===== config.mk =====
export PLATFORM = sky130hd
export DESIGN_NAME = unary_add_multi
export DESIGN_NICKNAME = d
export VERILOG_FILES = /design/src/rtl/unary_add_multi.sv
export SDC_FILE = /design/constraint.sdc
export NUM_CORES = 1
export LEC_CHECK = 0
export CAP_MARGIN = 10
export CORE_MARGIN = 2
export CORE_UTILIZATION = 54
export CTS_BUF_LIST = sky130_fd_sc_hd__clkbuf_8
export DETAILED_ROUTE_END_ITERATION = 16
export PLACE_DENSITY = 0.81
export SLEW_MARGIN = 20
export SYNTH_ARGS = -nofsm -noshare
export SYNTH_HDL_FRONTEND = slang
export SYNTH_SLANG_ARGS = --single-unit

===== constraint.sdc =====
create_clock -name clk -period 2 [get_ports clk]
set_clock_uncertainty 0.05 [all_clocks]
set_input_delay 0.3 -clock clk [delete_from_list [all_inputs] [get_ports clk]]
set_output_delay 0.3 -clock clk [all_outputs]
set_load 0.1 [all_outputs]

===== src/rtl/unary_add_multi.sv =====
// Multi-channel unary accumulator: sums popcount(din) into a wrapping or
// saturating counter, then replays the count as a unary dout pulse train.
module unary_add_multi #(
  parameter int N_CH     = 2,
  parameter int CNT_W    = 6,
  parameter int SAT_MODE = 0
) (
  input  logic             clk,
  input  logic             rst,
  input  logic             en,
  input  logic             read_or_write,
  input  logic [N_CH-1:0]  din,
  input  logic             clr,
  output logic             dout,
  output logic             C,
  output logic             done,
  output logic [CNT_W-1:0] count_o
);

  localparam int SUM_W = CNT_W + $clog2(N_CH + 1);
  localparam logic [CNT_W-1:0] CNT_MAX = {CNT_W{1'b1}};

  typedef enum logic [1:0] {
    ST_ACC = 2'd0,
    ST_RD  = 2'd1,
    ST_FIN = 2'd2
  } state_e;

  state_e             state_q, state_d;
  logic [CNT_W-1:0]   count_q, count_d;
  logic [CNT_W-1:0]   rd_cnt_q, rd_cnt_d;
  logic               c_q, c_d;
  logic               dout_q, dout_d;
  logic               done_q, done_d;
  logic [SUM_W-1:0]   sum;

  // State register: every output is a flop, so nothing on the ports
  // depends combinationally on an input.
  always_ff @(posedge clk) begin
    // NOTE: sequential state uses non-blocking (<=) so every flop samples
    // pre-edge values regardless of statement order.
    if (rst) begin
      state_q  <= ST_ACC;
      count_q  <= '0;
      rd_cnt_q <= '0;
      c_q      <= 1'b0;
      dout_q   <= 1'b0;
      done_q   <= 1'b0;
    end else begin
      state_q  <= state_d;
      count_q  <= count_d;
      rd_cnt_q <= rd_cnt_d;
      c_q      <= c_d;
      dout_q   <= dout_d;
      done_q   <= done_d;
    end
  end

  // Next-state logic; en=0 holds the current state.
  always_comb begin
    // NOTE: default-assign before the case so no path leaves state_d
    // unassigned, which would infer a latch.
    state_d = state_q;
    if (en) begin
      unique case (state_q)
        ST_ACC:  if (!clr && read_or_write) state_d = ST_RD;
        ST_RD: begin
          if (!read_or_write)       state_d = ST_ACC;
          else if (rd_cnt_q == '0)  state_d = ST_FIN;
        end
        ST_FIN:  if (!read_or_write) state_d = ST_ACC;
        default: state_d = ST_ACC;
      endcase
    end
  end

  // Full-width sum: popcount added without truncation so overflow is exact.
  always_comb begin
    sum = SUM_W'(count_q);
    for (int i = 0; i < N_CH; i++) begin
      sum = sum + SUM_W'(din[i]);
    end
  end

  // Datapath and registered output decode.
  always_comb begin
    count_d  = count_q;
    rd_cnt_d = rd_cnt_q;
    c_d      = c_q;
    dout_d   = 1'b0;
    done_d   = 1'b0;
    if (en) begin
      unique case (state_q)
        ST_ACC: begin
          if (clr) begin
            count_d = '0;
            c_d     = 1'b0;
          end else if (read_or_write) begin
            rd_cnt_d = count_q;
          end else if (sum[SUM_W-1:CNT_W] != '0) begin
            c_d     = 1'b1;
            count_d = (SAT_MODE != 0) ? CNT_MAX : sum[CNT_W-1:0];
          end else begin
            count_d = sum[CNT_W-1:0];
          end
        end
        ST_RD: begin
          if (read_or_write) begin
            if (rd_cnt_q != '0) begin
              rd_cnt_d = rd_cnt_q - CNT_W'(1);
              dout_d   = 1'b1;
            end else begin
              done_d = 1'b1;
            end
          end
        end
        ST_FIN: begin
          if (!read_or_write) begin
            count_d = '0;
            c_d     = 1'b0;
          end
        end
        default: ;
      endcase
    end
  end

  assign dout    = dout_q;
  assign done    = done_q;
  assign C       = c_q;
  assign count_o = count_q;

endmodule


==> results of run 1 <==
## sequential cells by signal (all words and copies together), names as in the netlist
signal    flops
done          1
count_o       6
state_q       2
rd_cnt_q      6
dout          1
C             1
## synthesized netlist by cell type
master | instances | area [µm²]
mux2i_1 | 2 | 20.0
nand2b_4 | 1 | 13.8
a211o_2 | 1 | 10.0
a2111oi_0 | 1 | 8.76
a211oi_1 | 3 | 22.5
fa_1 | 1 | 20.0
a2111oi_2 | 1 | 15.0
nor2_1 | 14 | 52.6
nand3b_1 | 2 | 15.0
nand2b_1 | 2 | 12.5
a211oi_2 | 2 | 25.0
nor2b_1 | 2 | 12.5
clkbuf_1 | 1 | 3.75
a31oi_1 | 2 | 12.5
o32a_1 | 1 | 10.0
and2_0 | 1 | 6.26
nand3_1 | 6 | 30.0
nand2_1 | 9 | 33.8
a21oi_2 | 6 | 52.6
dfxtp_1 | 17 | 340
nor4_4 | 1 | 21.3
ha_1 | 3 | 37.5
buf_6 | 1 | 11.3
nor4_1 | 1 | 6.26
o21ai_0 | 1 | 5.00
a21boi_0 | 1 | 7.51
buf_1 | 1 | 3.75
o21ai_1 | 4 | 20.0
a21oi_1 | 3 | 15.0
inv_1 | 5 | 18.8
o21bai_1 | 1 | 7.51
a21o_1 | 6 | 45.0
buf_2 | 2 | 10.0
a211o_1 | 1 | 8.76
xnor2_1 | 4 | 35.0
nor3_1 | 3 | 15.0
## layout make-up
cell class	instances	area (µm²)	share of cell area [%]
Multi-Input combinational cell	86	597	50.1
Tap cell	25	31.3	2.62
Sequential cell	17	343	28.8
Inverter	5	18.8	1.57
Clock inverter	1	3.75	0.315
Timing Repair Buffer	19	158	13.2
Clock buffer	3	41.3	3.46
## critical path, stage by stage (launching register included)
cell and delay, ps:
dfxtp_1 350, inv_1 100, ha_1 260, and2_0 160, a211o_2 430, o21bai_1 210
a211oi_2 210
## layer usage
metal  global-route usage, %  vias to the layer above
met5                       0                        -
met4                    14.4                        0
met3                    3.53                       11
met2                    34.4                       28
met1                    29.6                      425
li1                        -                      441
## power groups by stage
stage / registers [mW] / logic, mW / clock network (mW)
3_3_place_gp: 0.365 / 0.138 / 0
5_1_grt: 0.359 / 0.154 / 0.270
4_1_cts: 0.358 / 0.142 / 0.259
6_report: 0.358 / 0.142 / 0.259
3_5_place_dp: 0.366 / 0.141 / 0
2_1_floorplan: 0.397 / 0.0693 / 0
## per-stage QoR
stage | setup slack (ps) | cell area, µm² | power [mW] | utilization [%]
final | 148 | 1190 | 0.759 | 69.1
after global routing | 35.9 | 1190 | 0.784 | 69.1
after CTS | 153 | 1190 | 0.759 | 69.1
after detailed placement | 35.0 | 1150 | 0.507 | 66.4
after global placement | 98.4 | 1150 | 0.503 | 66.4
after floorplan | 5.58 | 987 | 0.466 | -
## path summary, 6_finish.rpt
check              startpoint     endpoint  slack (ps)
setup / recovery  rd_cnt_q[0]  rd_cnt_q[0]         150
setup reg to reg  rd_cnt_q[0]  rd_cnt_q[0]         150
hold / removal    rd_cnt_q[1]  rd_cnt_q[1]         450
hold reg to reg   rd_cnt_q[1]  rd_cnt_q[1]         450
## kinds of logic (layout without fill, tap and decap cells)
family | after synthesis | after routing | synth area share [%]
AND/OR/NAND/NOR | 42 | 42 | 22.2
AO/OA/AOI/OAI | 34 | 34 | 26.9
flip-flops | 17 | 17 | 34.6
buffers and inverters | 10 | 28 | 4.83
adder cells (fa/ha/maj) | 4 | 4 | 5.85
XOR/XNOR | 4 | 4 | 3.56
multiplexers | 2 | 2 | 2.03
==> results, run 1 <==
- The number of warnings issued by yosys is 0.
- For this design the total switching power over the nets is 0.225 mW.
- Averaged over all synthesized cells, the footprint is ~8.7 µm².
- The area overhead of the layout relative to synthesis is 21.1%.
- Setup repair after global routing left no endpoint under its margin.
- The number of hold-slack violations in the final timing report was 0.
- The count of state elements after synthesis is 17.
- After detailed routing, the met2 layer carries roughly 950 µm of wire.
- The leakage dissipation is 0.426 nW.
- The HPWL after detailed placement is between 1.5 and 2 mm.
- The synthesized netlist occupies a cell area of 985 µm².
- The share of power burned in combinational logic is 18.7%.
- Counting the fill cells in the layout gives 147.
- The number of global-route vias before repair was 792.
- The routed length per instance is between 10 and 15 µm.
- The count of maximum capacitance violations is 0.
- TritonCTS built the clock tree.
- The number of buffers on the longest clock path is 2.
- The share of the clock period used by the worst path after layout is 92.6%.
- The repair_antennas step left the layout with diodes totalling 0.
- The sequential fraction of the synthesis area is 34.6%.
- The flow ran to the end, and the final reports show no timing, DRC or antenna violations.
- The depth of the worst hold-timing path is 2.
- The power per cell area is 636 mW/mm².
- The largest net degree at the start of global routing is 13.
- The height of the chip is ~47 µm.
- The setup TNS is 0 ps.
- Pin placement for this block handled 16 I/O pins.
- The detailed-routed wire length on met3 is just under 100 µm.
- CTS built an H-tree with a depth of 1.
- The relative slew slack is 69.8%.
- The tree is rooted in a clkbuf_8.
- The critical setup path kind is reg2reg.
- The routed metal-1 wirelength is roughly 1000 µm.
- The count of cell types in the netlist is 36.
- At the worst endpoint, the required time is 2130 ps.
- Counting I/O delays and the setup requirement, the final critical path takes roughly 1900 ps.
- The share of post-route cells with drive strength above 1 is between 20% and 30%.
- The net count of the finished layout is 143.
- The highest ir drop seen on vdd is 0.414 mV.
- The number of antenna violations at the first check in global routing was 0.
- The share of total power consumed by net switching is between 20 and 30%.
- The cell count after placement is 152.
- In the layout the commonest cells are dfxtp_1, nor2_1, buf_4, nand2_1.
- The number of antenna-violating nets in the routed design is 0.
- The worst setup path is captured at a flop.
- The path category of the worst min-delay check is reg2reg.
- The largest fanout of any net on the critical path is 12.
- The die covers 0.00218 mm².
- The worst hold margin is 450 ps.
- Routed signal wires occupy layers up through met4.
- Once the clock tree was built, the setup fixing pass inserted 0 buffers.
- From left edge to right edge, the die measures 46.7 µm.
- The clock network power share is 34.1%.
- The post-synth net total is 124.
- After detailed routing, the number of remaining DRC violations is 0.
- Counting every instance in the synthesized netlist gives 113.
- Of the total power, registers draw 47.2%.
- The global route total overflow is 0.
- The clock latency of the later-clocked register in the worst-skew pair is 250 ps.
- The global-route usage over all layers is 22.5%.
- The most frequent standard cell in the layout excluding fill and tap cells is dfxtp_1.
- For the pin with the worst max-slew slack, the measured transition is 453 ps.
- Clock tree synthesis found a total of 17 sinks.
- In the routed layout, each cell is associated on average with a via count of 5.80.
- The maximum operating frequency is 540 MHz.
- The number of rows created at floorplan is 15.
- The final-report max-slew violation count is 0.
- The total via count after detailed routing is 905.
- At the end of routability-driven placement, the weighted congestion stood at ~0.82.
- The number of input and output port buffers inserted is 15.
- The internal power component is around 0.53 mW.
- The number of search-and-repair iterations in the first detailed-routing pass is 4.
- Counting cells, the worst reg-to-reg path comes to 6.
- The arrival time of the worst setup path is 1980 ps.
- The initial detailed-routing violation count is 18.
- The number of buffers inserted for hold repair after clock tree synthesis is 0.
- STA classifies the critical path startpoint as a flop.
- The total wire length after detailed routing is 2.12 mm.
- The global-route wire length before repair is 3.44 mm.
- The core area is 0.00173 mm².
- The total CTS buffers is 3.
- Once the floorplan was initialized, standard cells occupied 57.0% of the core.
- The number of failing setup endpoints in the final timing report is 0.
- Once layout is complete, the cells apart from fillers number 156.
- Once the clock tree was built, the resizer swapped 0 gates to a different size.
- The CTS clock-pin slew for the worst setup and hold paths is 70 ps.
Note: power is estimated with default switching activity, not from simulation.
==> run 2: changes to the inputs <==
ABC_AREA = 1   (was not set)
CORE_UTILIZATION = 55   (was 54)
SLEW_MARGIN = not set   (was 20)
==> run 2 against run 1 <==
Compared with the run above: sequential power up 4%; fmax grew 1.4%; register-to-register slack better by 220 ps; synthesized area up 4.3%; worst hold slack worse by 26 ps.
==> results, run 2 <==
- The leakage dissipation is 0.612 nW.
- Yosys mapped a number of flops with a built-in enable equal to 0.
- The most repeated cell in the gate-level netlist after synthesis is nand2_1.
- The minimum clock period after layout is 1830 ps.
- The number of global-route vias before repair is around 860.
- STA classifies the critical path endpoint as a flop.
- The share of post-route cells with drive strength above 1 is 11.7%.
- The flow ran to the end, and the final reports show no timing, DRC or antenna violations.
- After routing the design area is 0.00125 mm².
- The count of unresolved DRC violations after routing is 0.
- The CTS tree is built.
- The worst register-to-register path ends at count_o[2].
- The number of gates resized after cts is 0.
- Setup repair after global routing left no endpoint under its margin.
- For this block, the via count after detailed routing is approximately 1,100.
- In this run the horizontal extent of the chip is around 47 µm.
- The setup path with the least slack is of type in2reg.
- The total standard cell area after synthesis is 0.00103 mm².
- The number of failing setup endpoints in the final timing report is 0.
- The capture point of the critical path is count_o[2].
- For this configuration, the core starts out at a cell density of around 60%.
- Data on the critical path is required at its endpoint by 2100 ps.
- Headroom to the max-slew limit came out at slightly above 80%.
- The routed length per instance is ~11 µm.
- Of all flip-flops after synthesis, the portion carrying an async set or reset was 0%.
- The placed instances occupy a cell area of 0.00120 mm².
- The power per cell area is 677 mW/mm².
- The clock latency of the later-clocked register in the worst-skew pair is 250 ps.
- The final core utilization is 71.5%.
- The share of the clock period used by the worst path after layout is between 90% and 100%.
- The final-report max-slew violation count is 0.
- The most critical setup path has its startpoint at din[0].
- VDD sags by at most 0.469 mV.
- The area overhead of the layout relative to synthesis is 21.4%.
- Sequential elements use 33.1% of the synthesized area.
- Synthesis handed over a netlist of roughly 170 instances.
- Yosys printed 0 warnings.
- The global-route wire length before repair is 3.55 mm.
- Leaving out fill and tap cells, the most frequent cells in the layout are nand2_1, inv_1, nor2_1, nand3_1, dfxtp_1.
- The category of the worst setup path launch point is an input pin.
- The proportion of netlist area held by the largest area contributor is 33.1%.
- The height of the chip is 47.2 µm.
- The number of buffers inserted for hold repair after clock tree synthesis is 0.
- The slew at the pin with the worst max-slew slack is about 270 ps.
- The number of antenna diodes in the final layout is 0.
- The mean instance size in the synthesized netlist is 6.15 µm².
- The maximum operating frequency is 548 MHz.
- Global routing finished with a remaining overflow of 0.
- The most used flip-flop cell after synthesis is dfxtp_1.
- Clock-pin slew was measured on the worst setup and hold paths at 70 ps.
- The total clock sinks is 17.
- For this run, the detailed router's first-pass iteration total came to 4.
- The cell accounting for the most synthesized area is dfxtp_1.
- The initial detailed-routing violation count is 27.
- The region available for standard cell placement spans 0.00175 mm².
- The worst register-to-register path has a setup slack of 370 ps.
- In this run the critical register-to-register path is launched from count_o[0].
- The HPWL after detailed placement is 1.73 mm.
- Port buffering added 15 buffers.
- The fill cell instance count of the final layout is 167.
- The library cell used most frequently in the layout, excluding fill and tap cells, is nand2_1.
- The number of antenna violations at the first check in global routing is 0.
- The clock tree root buffer cell is clkbuf_8.
- Once detail routing completed, the nets flagged for antenna violations numbered 0.
- The total CTS buffers is 3.
- Power comes to 0.845 mW.
- The global-route usage over all layers is between 20% and 30%.
- The I/O pin total is 16.
- The congestion estimate from routability-driven global placement came to 0.910.
- The number of cells on the worst reg-to-reg path is 7.
- In this run the number of H-tree levels came out at 1.
- After synthesis, the cell types taking the most area are dfxtp_1, nand2_1, nand3_1.
- The net count of the finished layout is 200.
- The post-synth net total is ~180.
- The final layout contains routed wiring with a total length of approximately 2.3 mm.
- Entering global routing, the biggest net connects 10 pins.
- The arrival time of the worst setup path is 1930 ps.
- The count of state elements after synthesis is 17.
- The longest clock path from root to sink contains 2 buffers.
- The netlist uses 16 different library cells.
- The commonest cells after synthesis are nand2_1, nor2_1, inv_1.
- The largest fanout of any net on the critical path is 3.
- The die covers 0.00223 mm².
- The number of hold-slack violations in the final timing report was 0.
- The floorplan has 15 rows.
- Once the clock tree was built, the setup fixing pass inserted 0 buffers.
- The tool flagged a number of max-cap violations equal to 0.
- Using the TritonRoute via totals, the vias-per-cell ratio works out to approximately 5.
- The path class of the tightest hold or removal check is reg2reg.
- The setup TNS is 0 ps.
==> run 2: changes by cell type in the layout (fill, tap and decap cells not counted), sizes merged, moves of 4 or more <==
cell / before / now
o21ai: 5 / 9
a211oi: 5 / 0
a21o: 6 / 0
inv: 6 / 26
nand2: 9 / 52
xnor2: 4 / 0
nand3: 6 / 21
nor2: 14 / 27
==> run 2: report_power, final <==
part           leakage [nW]  total (mW)  internal (mW)  switching (mW)
clock network        0.0269       0.257          0.137           0.120
logic                 0.446       0.217         0.0690           0.148
registers             0.138       0.371          0.355          0.0158
total                 0.612       0.845          0.561           0.284
==> run 2: cell type report <==
class	instances	area (µm²)	share of cell area, %
Clock buffer	3	41.3	3.31
Clock inverter	1	3.75	0.301
Inverter	25	93.8	7.52
Multi-Input combinational cell	125	593	47.5
Sequential cell	17	342	27.4
Tap cell	25	31.3	2.51
Timing Repair Buffer	17	143	11.4
==> run 2: critical path, stage by stage <==
cell and delay [ps]:
clkdlybuf4s50_1 440, fa_1 460, ha_1 220, or2_2 270, nand3_1 70, nor2_1 40
nand2_1 70, a21oi_1 50
==> run 2: kinds of logic after synthesis <==
group | after synthesis | share of synthesized area (%)
buf+inv | 25 | 9.14
flops | 17 | 33.1
simple gates | 104 | 43.6
compound gates | 17 | 8.53
fa+ha+maj | 4 | 5.60
==> run 2: metrics by stage <==
stage / std cells / hold WS [ps] / worst slack, ps
after floorplan: 167 / 319 / 84.5
after CTS: 213 / 437 / 189
after global routing: 213 / 461 / 90.9
after detailed placement: 209 / 412 / -74.6
final: 213 / 425 / 174
after global placement: 209 / 404 / -42.9
==> run 2: per-layer routing <==
layer  vias up  share of wire, %  wire, µm  track usage [%]
met5         -                 0         0                0
met4         0               1.4        31             8.33
met3         5               4.8       109             3.46
met2        33                47      1060             39.5
met1       460                47      1070             28.5
li1        566                 -         -                -
==> run 2: worst min-delay path by stage <==
stage | start | to | depth (start not counted)
after floorplan | rst | count_o[2] | 1
after global placement | C | C | 2
after detailed placement | C | C | 2
after CTS | rd_cnt_q[1] | rd_cnt_q[1] | 2
after global routing | rd_cnt_q[1] | rd_cnt_q[1] | 2
final | C | C | 2
